**src/rtl/stream_packer_pkg.sv**
```systemverilog
// stream_packer_pkg
// Shared constants for the stream packer: default item width, default
// packing ratio and the lane-counter width helper.
package stream_packer_pkg;

  localparam int DEF_DATA_WIDTH = 8;
  localparam int DEF_PACK_RATIO = 4;

  // Lane counter width for a given ratio (ratio is always >= 2 in use).
  function automatic int cnt_width(input int ratio);
    return (ratio > 1) ? $clog2(ratio) : 1;
  endfunction

  localparam int DEF_CNT_W = cnt_width(DEF_PACK_RATIO);

endpackage

```
**src/rtl/stream_packer.sv**
```systemverilog
// stream_packer
// Packs PACK_RATIO narrow items into one wide word, little-endian by lane.
// A word closes early when ilast is seen; unused upper lanes read as zero
// and okeep marks the populated lanes.
//
// Ports:
//   clk     - clock, rising edge
//   rst     - asynchronous active-high reset
//   idata   - input item
//   ivalid  - idata valid
//   ilast   - item closes a packet (qualified by ivalid)
//   iready  - packer accepts an item this cycle (depends on oready only)
//   odata   - packed word, registered
//   okeep   - lane-valid mask, registered
//   olast   - word closes a packet, registered
//   ovalid  - output word valid, registered
//   oready  - downstream accepts the word
module stream_packer
  import stream_packer_pkg::*;
#(
  parameter int DATA_WIDTH = DEF_DATA_WIDTH,
  parameter int PACK_RATIO = DEF_PACK_RATIO
) (
  input  logic                             clk,
  input  logic                             rst,
  input  logic [DATA_WIDTH-1:0]            idata,
  input  logic                             ivalid,
  input  logic                             ilast,
  output logic                             iready,
  output logic [DATA_WIDTH*PACK_RATIO-1:0] odata,
  output logic [PACK_RATIO-1:0]            okeep,
  output logic                             olast,
  output logic                             ovalid,
  input  logic                             oready
);

  localparam int CNT_W  = cnt_width(PACK_RATIO);
  localparam int WORD_W = DATA_WIDTH * PACK_RATIO;
  localparam logic [CNT_W-1:0] LAST_LANE = CNT_W'(PACK_RATIO - 1);

  // Accumulation stage state
  logic [CNT_W-1:0]      cnt_p0, cnt_d;
  logic [WORD_W-1:0]     acc_p0, acc_d;
  // Output stage state
  logic [WORD_W-1:0]     word_p1, word_d;
  logic [PACK_RATIO-1:0] keep_p1, keep_d;
  logic                  last_p1, last_d;
  logic                  vld_p1, vld_d;

  logic in_xfer;
  logic out_xfer;
  logic word_done;

  // The output register is free when empty or being drained this cycle.
  assign iready    = ~vld_p1 | oready;
  assign in_xfer   = ivalid & iready;
  assign out_xfer  = vld_p1 & oready;
  assign word_done = in_xfer & (ilast | (cnt_p0 == LAST_LANE));

  always_comb begin
    cnt_d  = cnt_p0;
    acc_d  = acc_p0;
    word_d = word_p1;
    keep_d = keep_p1;
    last_d = last_p1;
    vld_d  = vld_p1 & ~out_xfer;

    if (in_xfer) begin
      if (word_done) begin
        // Lanes below the counter come from the accumulator, the current
        // item fills the counter lane, everything above is forced to zero
        // because the accumulator may still hold stale items there.
        for (int k = 0; k < PACK_RATIO; k++) begin
          if (CNT_W'(k) < cnt_p0) begin
            word_d[k*DATA_WIDTH +: DATA_WIDTH] = acc_p0[k*DATA_WIDTH +: DATA_WIDTH];
            keep_d[k] = 1'b1;
          end else if (CNT_W'(k) == cnt_p0) begin
            word_d[k*DATA_WIDTH +: DATA_WIDTH] = idata;
            keep_d[k] = 1'b1;
          end else begin
            word_d[k*DATA_WIDTH +: DATA_WIDTH] = '0;
            keep_d[k] = 1'b0;
          end
        end
        last_d = ilast;
        vld_d  = 1'b1;
        cnt_d  = '0;
      end else begin
        for (int k = 0; k < PACK_RATIO; k++) begin
          if (CNT_W'(k) == cnt_p0) begin
            acc_d[k*DATA_WIDTH +: DATA_WIDTH] = idata;
          end
        end
        cnt_d = cnt_p0 + CNT_W'(1);
      end
    end
  end

  // Stage boundary: accumulation (p0) and output word (p1) registers
  always_ff @(posedge clk or posedge rst) begin
    if (rst) begin
      cnt_p0  <= '0;
      acc_p0  <= '0;
      word_p1 <= '0;
      keep_p1 <= '0;
      last_p1 <= 1'b0;
      vld_p1  <= 1'b0;
    end else begin
      cnt_p0  <= cnt_d;
      acc_p0  <= acc_d;
      word_p1 <= word_d;
      keep_p1 <= keep_d;
      last_p1 <= last_d;
      vld_p1  <= vld_d;
    end
  end

  assign odata  = word_p1;
  assign okeep  = keep_p1;
  assign olast  = last_p1;
  assign ovalid = vld_p1;

endmodule

```
**config.mk**
```make
export PLATFORM = sky130hd
export DESIGN_NAME = stream_packer
export DESIGN_NICKNAME = d
export VERILOG_FILES = /design/src/rtl/stream_packer_pkg.sv /design/src/rtl/stream_packer.sv
export SDC_FILE = /design/constraint.sdc
export NUM_CORES = 1
export LEC_CHECK = 0
export CAP_MARGIN = 25
export CORE_AREA = 2 2 96 98
export DETAILED_ROUTE_END_ITERATION = 8
export DIE_AREA = 0 0 98 100
export PLACE_DENSITY = 0.6
export SLEW_MARGIN = 30
export SYNTH_ARGS = -nofsm -noshare
export SYNTH_HDL_FRONTEND = slang
export SYNTH_SLANG_ARGS = --single-unit
```
**constraint.sdc**
```tcl
create_clock -name clk -period 3.4 [get_ports clk]
set_input_delay 0.68 -clock clk [delete_from_list [all_inputs] [get_ports clk]]
set_output_delay 0.68 -clock clk [all_outputs]
set_load 0.005 [all_outputs]
```
==> Implementation_results.wiki <==
{| class="wikitable"
! Metric !! Value
|-
| Critical path endpoint category || primary output
|-
| VDD IR max || 315 uV
|-
| Final non-filler cell area || 3750 sq um
|-
| Max-slew violation count || 0
|-
| Share of post-route cells with drive strength above 1 || 28.9%
|-
| Post-detailed-route via-to-cell ratio || 4.66
|-
| Post-CTS Setup Bufs || 0
|-
| Status || finished clean
|-
| Post-route total power || 2.72 mW
|-
| R2R Path Start || cnt_p0[1]
|-
| Largest net degree at the start of global routing || 26
|-
| Slack of the worst reg-to-reg path || 1.12 ns
|-
| Die width || 98 microns
|-
| Signal arrival time at the worst endpoint || 2.04 ns
|-
| Worst-case headroom to the max-slew limit || 62.1%
|-
| Last weighted congestion value of the routability-driven placer || 0.743
|-
| Die Area || 9800 sq um
|-
| Clock insertion delay at the later pin of the skew report || 0.34 ns
|-
| Number of storage elements in the synthesis netlist || 64
|-
| Buffer type at the clock tree root || clkbuf_8
|-
| Power per cell area || 724 nW/um^2
|-
| Placed cell areas || 3550 sq um
|-
| Final count of negative-setup-slack endpoints || 0
|-
| Height of the die || 100 microns
|-
| Final instance count without filler cells || 391
|-
| Critical path data required time || 2.72 ns
|-
| Wire length of the first global-routing pass || 9970 microns
|-
| Total via count after detailed routing || 1821
|-
| Worst reg2reg path depth || 5
|-
| Final Core Density || 42.2%
|-
| Tmin final || 2.72 ns
|-
| Mapped Cells || 223
|-
| Number of routed nets with antenna violations || 0
|-
| # fillers || 863
|-
| Total half-perimeter wirelength after legalization and detailed placement || 4150 microns
|-
| Worst Hold Class || register to register
|-
| Static power due to leakage || 1.71 nW
|-
| Clock tree skew after final layout || 0.00692 ns
|-
| # hold bufs at CTS || 0
|-
| Final #Nets || 294
|-
| Number of global-route vias before repair || 1917
|-
| Mean cell area of the mapped netlist || 13.3 sq um
|-
| Total clock sinks || 64
|-
| Kind of launch point of the worst setup path || primary input
|-
| Min-delay src || okeep[3]
|-
| Post_cts resized || 0
|-
| Post-Synthesis Net Count || 242
|-
| Overall Global Routing Usage || 13.5%
|-
| Post-route DRC violation count || 0
|-
| TritonCTS clock tree || built
|-
| Clock buffer count from CTS || 9
|-
| Area of the core || 8890 sq um
|-
| Post-Place Cells || 375
|-
| Highest Clock Rate || 367 MHz
|-
| Aggregate routed wire length || 6200 microns
|-
| Mapped Area || 2970 sq um
|-
| RSZ-0062 raised after global routing || false
|-
| Final worst-path cycle share || 80.1%
|-
| Post-CTS clock slew at the launch and capture registers of the worst setup and hold paths || 0.07 ns
|-
| Routed len/inst || 15.8 microns
|-
| Starting Density || 33.4%
|-
| Site Rows || 35
|-
| Antenna Diode Count || 0
|-
| Synthesis-to-layout area growth || 26.2%
|-
| Count of boundary I/O pins || 52
|-
| Final hold violation count || 0
|-
| CTS H-tree depth || 3
|-
| End of the worst hold path || okeep[3]
|-
| Setup Total Neg Slack || 0 ns
|-
| Count of buffers from port buffering || 51
|-
| Number of iterations in the first detailed-routing pass || 4
|-
| Worst Path Max Fanout || 12
|-
| Endpoint of the most critical register-to-register path || odata[15]
|-
| DRC marker count from the first detailed-route iteration || 62
|-
| Max Buffers Root-to-Sink || 2
|-
| Category of the critical setup timing path || primary input to primary output
|-
| Count of yosys warnings during synthesis || 0
|-
| Maximum Capacitance Violations || 0
|-
| Worst slew pin tran || 0.569 ns
|-
| Initial antenna violation count || 0
|-
| Remaining global-route overflow || 0
|-
| Post-synth cell types || 28
|-
| Hold Path Depth || 1
|-
| Sequential element share of the synthesized area || 53.9%
|}
==> cell families after synthesis <==
| group | count (synthesis) | synth area share [%] |
|---|---|---|
| AOI/OAI and AO/OA | 30 | 6.40 |
| adders and majority gates | 6 | 2.53 |
| buffers and inverters | 20 | 4.51 |
| muxes | 58 | 24.2 |
| DFF | 64 | 53.9 |
| and+or+nand+nor | 45 | 8.47 |
==> cells in the final DEF (no fill, tap or decap), types with 2 or more instances in the layout <==
master and instances:
mux2_2 38, a22o_1 8, nand3_1 2, clkbuf_8 11, mux2_4 18, dfrtp_1 64, clkbuf_1 2, mux2i_1 2
a21oi_1 2, o21ai_0 17, inv_1 5, buf_4 3, nand2_1 33, ha_1 6, clkdlybuf4s50_1 51, clkinv_2 2
nand4_4 2
==> power by group <==
part / switching (mW) / total, mW / leakage (nW) / internal (mW)
clock network: 0.279 / 0.656 / 0.103 / 0.377
logic: 0.286 / 0.857 / 0.797 / 0.571
registers: 0.162 / 1.20 / 0.808 / 1.04
total: 0.727 / 2.72 / 1.71 / 1.99
==> synthesized netlist by cell type <==
cell	number	area share (%)
nor2b_1	1	0.21
clkbuf_1	3	0.38
nor2_4	1	0.38
mux2_4	18	9.1
buf_4	1	0.25
ha_1	6	2.5
buf_12	2	1.3
mux2i_1	2	0.67
a21oi_1	2	0.34
a22o_1	8	2.4
nand3b_4	1	0.67
nand4_2	1	0.42
buf_6	2	0.76
nand2_1	33	4.2
o21ai_0	17	2.9
nand2b_1	1	0.21
a41o_1	1	0.34
buf_2	6	1.0
nor2_1	1	0.13
nand4_4	2	1.4
nand3_1	2	0.34
o21bai_1	1	0.25
nand2b_2	1	0.29
and3_1	1	0.21
dfrtp_1	64	54
inv_1	6	0.76
a21o_1	1	0.25
mux2_2	38	14
==> metrics by stage <==
step / setup WS, ns / hold WS [ns]
floorplan: 1.12 / 0.459
global placement: 0.674 / 0.462
detailed placement: 0.668 / 0.465
CTS: 0.666 / 0.487
global route: 0.620 / 0.512
finish: 0.677 / 0.480
==> critical path, cell delays in order <==
cell	delay, ns
clkdlybuf4s50_1	0.45
nand2b_2	0.33
clkdlybuf4s50_1	0.59
==> state kept, by name (all words and copies together) (netlist names) <==
name and count:
acc_p0 24, cnt_p0 2, odata 32, okeep 4, olast 1, ovalid 1
==> worst max-delay path by stage <==
stage	startpoint	end
floorplan	rst	acc_p0[0]
global placement	oready	iready
detailed placement	oready	iready
CTS	oready	iready
global route	oready	iready
finish	oready	iready
==> layout make-up <==
cell class	instances	area [sq um]	share of cell area, %
inverter	6	22.5	0.601
clock inverter	3	40.0	1.07
sequential	64	1600	42.7
timing repair buffer	55	553	14.7
tap	111	139	3.70
multi-input combinational	139	1230	32.9
clock buffer	13	159	4.24
==> per-layer routing <==
layer | routed length, microns | global-route usage, %
met2 | 2880 | 20.9
met3 | 240 | 4.25
met4 | 88 | 5.66
met1 | 2990 | 17.5
met5 | 0 | 0
No activity file was read; power rests on OpenSTA's default activity.
